File: src/rtl/l15_req_arb.sv
// Two-requester arbiter onto the single L1.5 request port; routes responses back by thread ID.
// Latency: grant registered (val one cycle after req_val); reqN_ack and response path are combinational.
// Backpressure: val/ack held to L1.5, per-requester credit of MAX_OUT; responses stall on owner rdy.
// Build option: L15_REQ_ARB_FIXED_PRIO_EN selects fixed requester-0 priority instead of round-robin.
module l15_req_arb #(
    parameter int REQ_W   = 113,
    parameter int MAX_OUT = 4
) (
    input  logic             clk,
    input  logic             rst,
    input  logic             req0_val,
    input  logic [REQ_W-1:0] req0_data,
    output logic             req0_ack,
    input  logic             req1_val,
    input  logic [REQ_W-1:0] req1_data,
    output logic             req1_ack,
    output logic             transducer_l15_val,
    output logic [REQ_W-1:0] transducer_l15_req,
    output logic             transducer_l15_threadid,
    input  logic             l15_transducer_header_ack,
    input  logic             l15_transducer_ack,
    input  logic             l15_transducer_val,
    input  logic [3:0]       l15_transducer_returntype,
    input  logic             l15_transducer_threadid,
    output logic             transducer_l15_req_ack,
    output logic             rsp0_val,
    input  logic             rsp0_rdy,
    output logic             rsp1_val,
    input  logic             rsp1_rdy,
    output logic             err_orphan
);
    typedef enum logic [1:0] {ST_IDLE, ST_ISSUE, ST_HDR} state_t;

    localparam logic [3:0] MAX_CNT = 4'(MAX_OUT);

    state_t           state_q, state_d;
    logic [REQ_W-1:0] req_q, req_d;
    logic             tid_q, tid_d;
    logic [3:0]       cnt0_q, cnt0_d, cnt1_q, cnt1_d;
    logic             done0_q, done0_d, done1_q, done1_d;
    logic             err_q, err_d;
`ifndef L15_REQ_ARB_FIXED_PRIO_EN
    logic             last_gnt_q, last_gnt_d;
`endif

    logic elig0, elig1, gnt, unsol, dec0, dec1;

    assign elig0 = req0_val && (cnt0_q < MAX_CNT);
    assign elig1 = req1_val && (cnt1_q < MAX_CNT);

    // Request sequencing
    always_comb begin
        state_d  = state_q;
        req_d    = req_q;
        tid_d    = tid_q;
        req0_ack = 1'b0;
        req1_ack = 1'b0;
        gnt      = 1'b0;
`ifndef L15_REQ_ARB_FIXED_PRIO_EN
        last_gnt_d = last_gnt_q;
`endif
        case (state_q)
            ST_IDLE: begin
                if (elig0 || elig1) begin
`ifdef L15_REQ_ARB_FIXED_PRIO_EN
                    gnt = ~elig0;
`else
                    gnt        = (elig0 && elig1) ? ~last_gnt_q : elig1;
                    last_gnt_d = gnt;
`endif
                    req_d   = gnt ? req1_data : req0_data;
                    tid_d   = gnt;
                    state_d = ST_ISSUE;
                end
            end
            ST_ISSUE, ST_HDR: begin
                if (l15_transducer_ack) begin
                    req0_ack = ~tid_q;
                    req1_ack = tid_q;
                    state_d  = ST_IDLE;
                end else if (l15_transducer_header_ack) begin
                    state_d = ST_HDR;
                end
            end
            default: state_d = ST_IDLE;
        endcase
    end

    assign transducer_l15_val      = (state_q != ST_IDLE);
    assign transducer_l15_req      = req_q;
    assign transducer_l15_threadid = tid_q;
    assign err_orphan              = err_q;

    // Response routing: invalidations and interrupts go to both requesters
    assign unsol = (l15_transducer_returntype == 4'b0011) ||
                   (l15_transducer_returntype == 4'b0111);

    always_comb begin
        rsp0_val               = 1'b0;
        rsp1_val               = 1'b0;
        transducer_l15_req_ack = 1'b0;
        done0_d                = done0_q;
        done1_d                = done1_q;
        dec0                   = 1'b0;
        dec1                   = 1'b0;
        if (l15_transducer_val) begin
            if (unsol) begin
                rsp0_val               = ~done0_q;
                rsp1_val               = ~done1_q;
                transducer_l15_req_ack = (rsp0_rdy || done0_q) && (rsp1_rdy || done1_q);
                if (transducer_l15_req_ack) begin
                    done0_d = 1'b0;
                    done1_d = 1'b0;
                end else begin
                    if (rsp0_rdy) done0_d = 1'b1;
                    if (rsp1_rdy) done1_d = 1'b1;
                end
            end else if (l15_transducer_threadid) begin
                rsp1_val               = 1'b1;
                transducer_l15_req_ack = rsp1_rdy;
                dec1                   = rsp1_rdy;
            end else begin
                rsp0_val               = 1'b1;
                transducer_l15_req_ack = rsp0_rdy;
                dec0                   = rsp0_rdy;
            end
        end
    end

    // A same-cycle issue and retire cancel out; a retire at zero is an orphan
    always_comb begin
        cnt0_d = cnt0_q;
        cnt1_d = cnt1_q;
        err_d  = err_q;
        if (req0_ack && !dec0) begin
            cnt0_d = cnt0_q + 4'd1;
        end else if (dec0 && !req0_ack) begin
            if (cnt0_q == 4'd0) err_d  = 1'b1;
            else                cnt0_d = cnt0_q - 4'd1;
        end
        if (req1_ack && !dec1) begin
            cnt1_d = cnt1_q + 4'd1;
        end else if (dec1 && !req1_ack) begin
            if (cnt1_q == 4'd0) err_d  = 1'b1;
            else                cnt1_d = cnt1_q - 4'd1;
        end
    end

    always_ff @(posedge clk) begin
        if (rst) begin
            state_q <= ST_IDLE;
            req_q   <= '0;
            tid_q   <= 1'b0;
            cnt0_q  <= 4'd0;
            cnt1_q  <= 4'd0;
            done0_q <= 1'b0;
            done1_q <= 1'b0;
            err_q   <= 1'b0;
`ifndef L15_REQ_ARB_FIXED_PRIO_EN
            last_gnt_q <= 1'b1;
`endif
        end else begin
            state_q <= state_d;
            req_q   <= req_d;
            tid_q   <= tid_d;
            cnt0_q  <= cnt0_d;
            cnt1_q  <= cnt1_d;
            done0_q <= done0_d;
            done1_q <= done1_d;
            err_q   <= err_d;
`ifndef L15_REQ_ARB_FIXED_PRIO_EN
            last_gnt_q <= last_gnt_d;
`endif
        end
    end
endmodule
File: config.mk
export PLATFORM = sky130hd
export DESIGN_NAME = l15_req_arb
export DESIGN_NICKNAME = d
export VERILOG_FILES = /design/src/rtl/l15_req_arb.sv
export SDC_FILE = /design/constraint.sdc
export NUM_CORES = 1
export LEC_CHECK = 0
export BUFFER_PORTS_ARGS = -buffer_cell sky130_fd_sc_hd__buf_2
export CAP_MARGIN = 20
export CORE_AREA = 4 4 139 141
export DETAILED_ROUTE_END_ITERATION = 7
export DIE_AREA = 0 0 143 145
export PLACE_DENSITY = 0.66
export SKIP_LAST_GASP = 1
export SYNTH_ARGS = -nofsm -noshare
export SYNTH_HDL_FRONTEND = slang
export SYNTH_SLANG_ARGS = --single-unit
File: constraint.sdc
create_clock -name clk -period 7.1 [get_ports clk]
set_clock_uncertainty 0.15 [all_clocks]
set_input_delay 0.71 -clock clk [delete_from_list [all_inputs] [get_ports clk]]
set_output_delay 0.71 -clock clk [all_outputs]
set_load 0.03 [all_outputs]
==> impl_summary.log <==
[metrics] status: complete, no violations
[metrics] period utilization: around 40%
[metrics] cell area after synthesis: 5740 um2
[metrics] share of cells above drive strength 1: a little under two fifths
[metrics] #FFs+latches synth: 128
[metrics] Syn-to-layout area delta: 41.7%
[metrics] die span in y: around 150 um
[metrics] final-report setup violation count: 0
[metrics] GRT Overall Usage: a little under a fifth
[metrics] cell area after placement: roughly 7600 um2
[metrics] average detailed-routed wire length per instance: around 15 um
[metrics] Finished Core Util: roughly 45%
[metrics] final antenna-violating net count: 0
[metrics] fraction of registers with async set/reset: 0%
[metrics] max-slew violation total from the final report: 0
[metrics] Routed met2 length: approximately 9700 um
[metrics] Post-DP HPWL: approximately 14,000 um
[metrics] Worst setup SP type: register
[metrics] number of iterations in the first detailed-routing pass: 5
[metrics] fraction of the yosys area taken by sequential cells: about 45%
[metrics] leftover overflow at the end of global routing: 0
[metrics] Fmax: roughly 0.35 GHz
[metrics] last weighted congestion value of the routability-driven placer: between 0.8 and 0.9
[metrics] CTS tree: built
[metrics] CP Capture Type: register
[metrics] critical path class: reg -> reg
[metrics] synthesized area per cell: approximately 7.6 um2
[metrics] leakage: just under 0.004 uW
[metrics] Iteration-0 DRC Markers: between 300 and 400
[metrics] Die Footprint: approximately 21,000 um2
[metrics] Critical Path Fanout Max: 5
[metrics] required time of the critical path: around 7.2 ns
[metrics] maximum resistive drop on vdd: around 0.00016 V
[metrics] Worst EP arrival: ~3.0 ns
[metrics] Top FF cell, synth: sky130_fd_sc_hd__dfxtp_1
[metrics] Sinks on Clock Net: about 130
[metrics] initial antenna violation count: 1
[metrics] Resize count post-CTS: 0
[metrics] slowest stage delay, CP: between 0.3 and 0.4 ns
[metrics] Core ar.: ~18,000 um2
[metrics] number of buffers created by CTS: 17
[metrics] count of mapped cells out of synthesis: about 760
[metrics] list of most frequent post-synthesis cells: 238 x sky130_fd_sc_hd__nand2_1, 128 x sky130_fd_sc_hd__dfxtp_1, 115 x sky130_fd_sc_hd__a31oi_1
[metrics] most frequent cell after synthesis: sky130_fd_sc_hd__nand2_1
[metrics] proportion of netlist area held by the largest area contributor: between 40% and 50%
[metrics] count of flip-flops with a built-in enable after synthesis: 0
[metrics] Routed met3 length: about 1400 um
[metrics] post-CTS setup-driven buffer insertion count: 0
[metrics] top layer used by detailed routing: met4
[metrics] effective utilization at floorplan: 32.0%
[metrics] pwr/cell area: approximately 320 nW/um2
[metrics] CTS Hold Buffers Added: 0
[metrics] Final Cell Area: just over 8000 um2
[metrics] crit path time final: between 2 and 3 ns
[metrics] Longest Clk Path Bufs: 2
[metrics] cells along the critical path: inv_1 > ha_1 > nand2_1 > or2_2 > inv_1 > ha_1 > inv_1 > ha_1 > a21oi_1 > a2111oi_0 > a311oi_1 > nand2_1
[metrics] CTS H-tree depth: 4
[metrics] delay-heaviest family, CP: adder cells
[metrics] drt via density: a little under 5
[metrics] maximum number of pins on one net before global-route repair: 112
[metrics] count of synthesis-stage warnings from yosys: 0
[metrics] floorplan die width: about 140 um
[metrics] number of primary I/O pins: 361
[metrics] clock transition at the register clock pins on the worst setup and hold paths after CTS: 0.06 ns
[metrics] fillcell total: 1,883
[metrics] global-route wire length before repair: just over 30,000 um
[metrics] biggest area consumer among synthesized cells: sky130_fd_sc_hd__dfxtp_1
[metrics] instance count after placement with tap cells included: ~1,300
[metrics] remaining design rule violation count: 0
[metrics] number of standard cells in the layout, taps in and fillers out: between 1,000 and 1,500
[metrics] Max stage delay cell, worst path: sky130_fd_sc_hd__dfxtp_1
[metrics] nets@finish: 1,327
[metrics] crit path setup slack, layout: 4.24 ns
[metrics] count of final hold-check violations: 0
[metrics] number of buffer and inverter stages on the critical path: 3
[metrics] worst skew pair latency: roughly 0.4 ns
[metrics] via count of the first global-routing pass: approximately 6,000
[metrics] maxcap violations: 0
[metrics] total detailed-routing wirelength: between 15,000 and 20,000 um
[metrics] top cells by area in the synthesized netlist: sky130_fd_sc_hd__dfxtp_1 45%, sky130_fd_sc_hd__nand2_1 16%, sky130_fd_sc_hd__a31oi_1 13%
[metrics] Synth Net Count: 1,009
[metrics] Max transition margin: around 34%
[metrics] port bufs: roughly 360
[metrics] type of the worst min-delay path: reg -> reg
[metrics] worst-margin pin slew: around 1 ns
[metrics] wire length on met1: slightly above 8000 um
[metrics] distinct cell type count after synthesis: 36
[metrics] number of rows in the core area: between 40 and 50
[metrics] Clock Root Buffer: sky130_fd_sc_hd__clkbuf_16
[metrics] setup_tns: 0 ns
[metrics] RSZ-0062 raised after global routing: no
[metrics] vias post-DR: about 6,500
[metrics] setup slack at placement: 3.93 ns
[state kept, by name (all words and copies together) (netlist names)]
signal	flops
cnt0_q	4
cnt1_q	4
done0_q	1
done1_q	1
err_orphan	1
last_gnt_q	1
state_q	2
transducer_l15_req	113
transducer_l15_threadid	1
[metrics by stage]
step | total power [uW] | hold WS, ns
6_report | 2600 | 0.325
2_1_floorplan | 1520 | 0.292
3_5_place_dp | 1780 | 0.314
4_1_cts | 2630 | 0.328
5_1_grt | 2740 | 0.368
3_3_place_gp | 1770 | 0.309
[power breakdown]
part / switching (uW) / total [uW] / internal, uW
registers: 61.4 / 911 / 849
logic: 592 / 848 / 255
clock network: 316 / 841 / 525
total: 970 / 2600 / 1630
[final cells by class]
class / count / area, um2 / area share (%)
multi-input combinational: 550 / 2830 / 34.8
clock buffer: 22 / 454 / 5.58
antenna: 1 / 2.50 / 0.0308
clock inverter: 10 / 113 / 1.38
timing repair buffer: 364 / 1830 / 22.5
tap: 229 / 287 / 3.52
inverter: 14 / 52.6 / 0.646
sequential: 128 / 2560 / 31.5
[kinds of logic after synthesis]
family,synth area share [%]
and+or+nand+nor,19.7
AOI/OAI and AO/OA,25.6
DFF,44.6
buffers and inverters,6.25
adders and majority gates,2.88
muxes,0.697
xor gates and xnor gates,0.305
[per-layer routing]
| layer | up-vias | track usage (%) |
|---|---|---|
| met5 | - | 0 |
| met4 | 0 | 6.56 |
| met3 | 35 | 4.84 |
| met2 | 235 | 30.1 |
| met1 | 2920 | 22.6 |
| li1 | 3288 | - |
[final timing paths]
| path | startpoint | endpoint | slack (ns) | depth (start not counted) |
|---|---|---|---|---|
| setup / recovery | state_q[0]$_SDFFE_PP0P_ | cnt0_q[3]$_SDFFE_PP0P_ | 4.24 | 12 |
| hold / removal | last_gnt_q$_SDFFE_PP1P_ | last_gnt_q$_SDFFE_PP1P_ | 0.33 | 2 |
| hold reg to reg | last_gnt_q$_SDFFE_PP1P_ | last_gnt_q$_SDFFE_PP1P_ | 0.33 | 2 |
| setup reg to reg | state_q[0]$_SDFFE_PP0P_ | cnt0_q[3]$_SDFFE_PP0P_ | 4.24 | 12 |
[cells in the final DEF, fill, tap and decap left out, types with 5 or more instances in the layout]
master | netlist | final
sky130_fd_sc_hd__a21oi_1 | 11 | 11
sky130_fd_sc_hd__a31oi_1 | 115 | 115
sky130_fd_sc_hd__buf_2 | 29 | 359
sky130_fd_sc_hd__buf_4 | 3 | 5
sky130_fd_sc_hd__clkbuf_16 | 0 | 17
sky130_fd_sc_hd__dfxtp_1 | 128 | 128
sky130_fd_sc_hd__ha_1 | 10 | 10
sky130_fd_sc_hd__inv_1 | 14 | 13
sky130_fd_sc_hd__nand2_1 | 238 | 237
sky130_fd_sc_hd__nand3_1 | 5 | 5
sky130_fd_sc_hd__nor2_1 | 10 | 10
sky130_fd_sc_hd__nor3_1 | 7 | 7
sky130_fd_sc_hd__o21ai_0 | 96 | 96
sky130_fd_sc_hd__o21ai_1 | 21 | 21
[tightest hold or removal path, delay by kind of cell, from the launching register on]
family,cells,cell delay (ns)
DFF,1,0.32
and+or+nand+nor,1,0.06
muxes,1,0.06
Power figures use the tool's default switching activity.
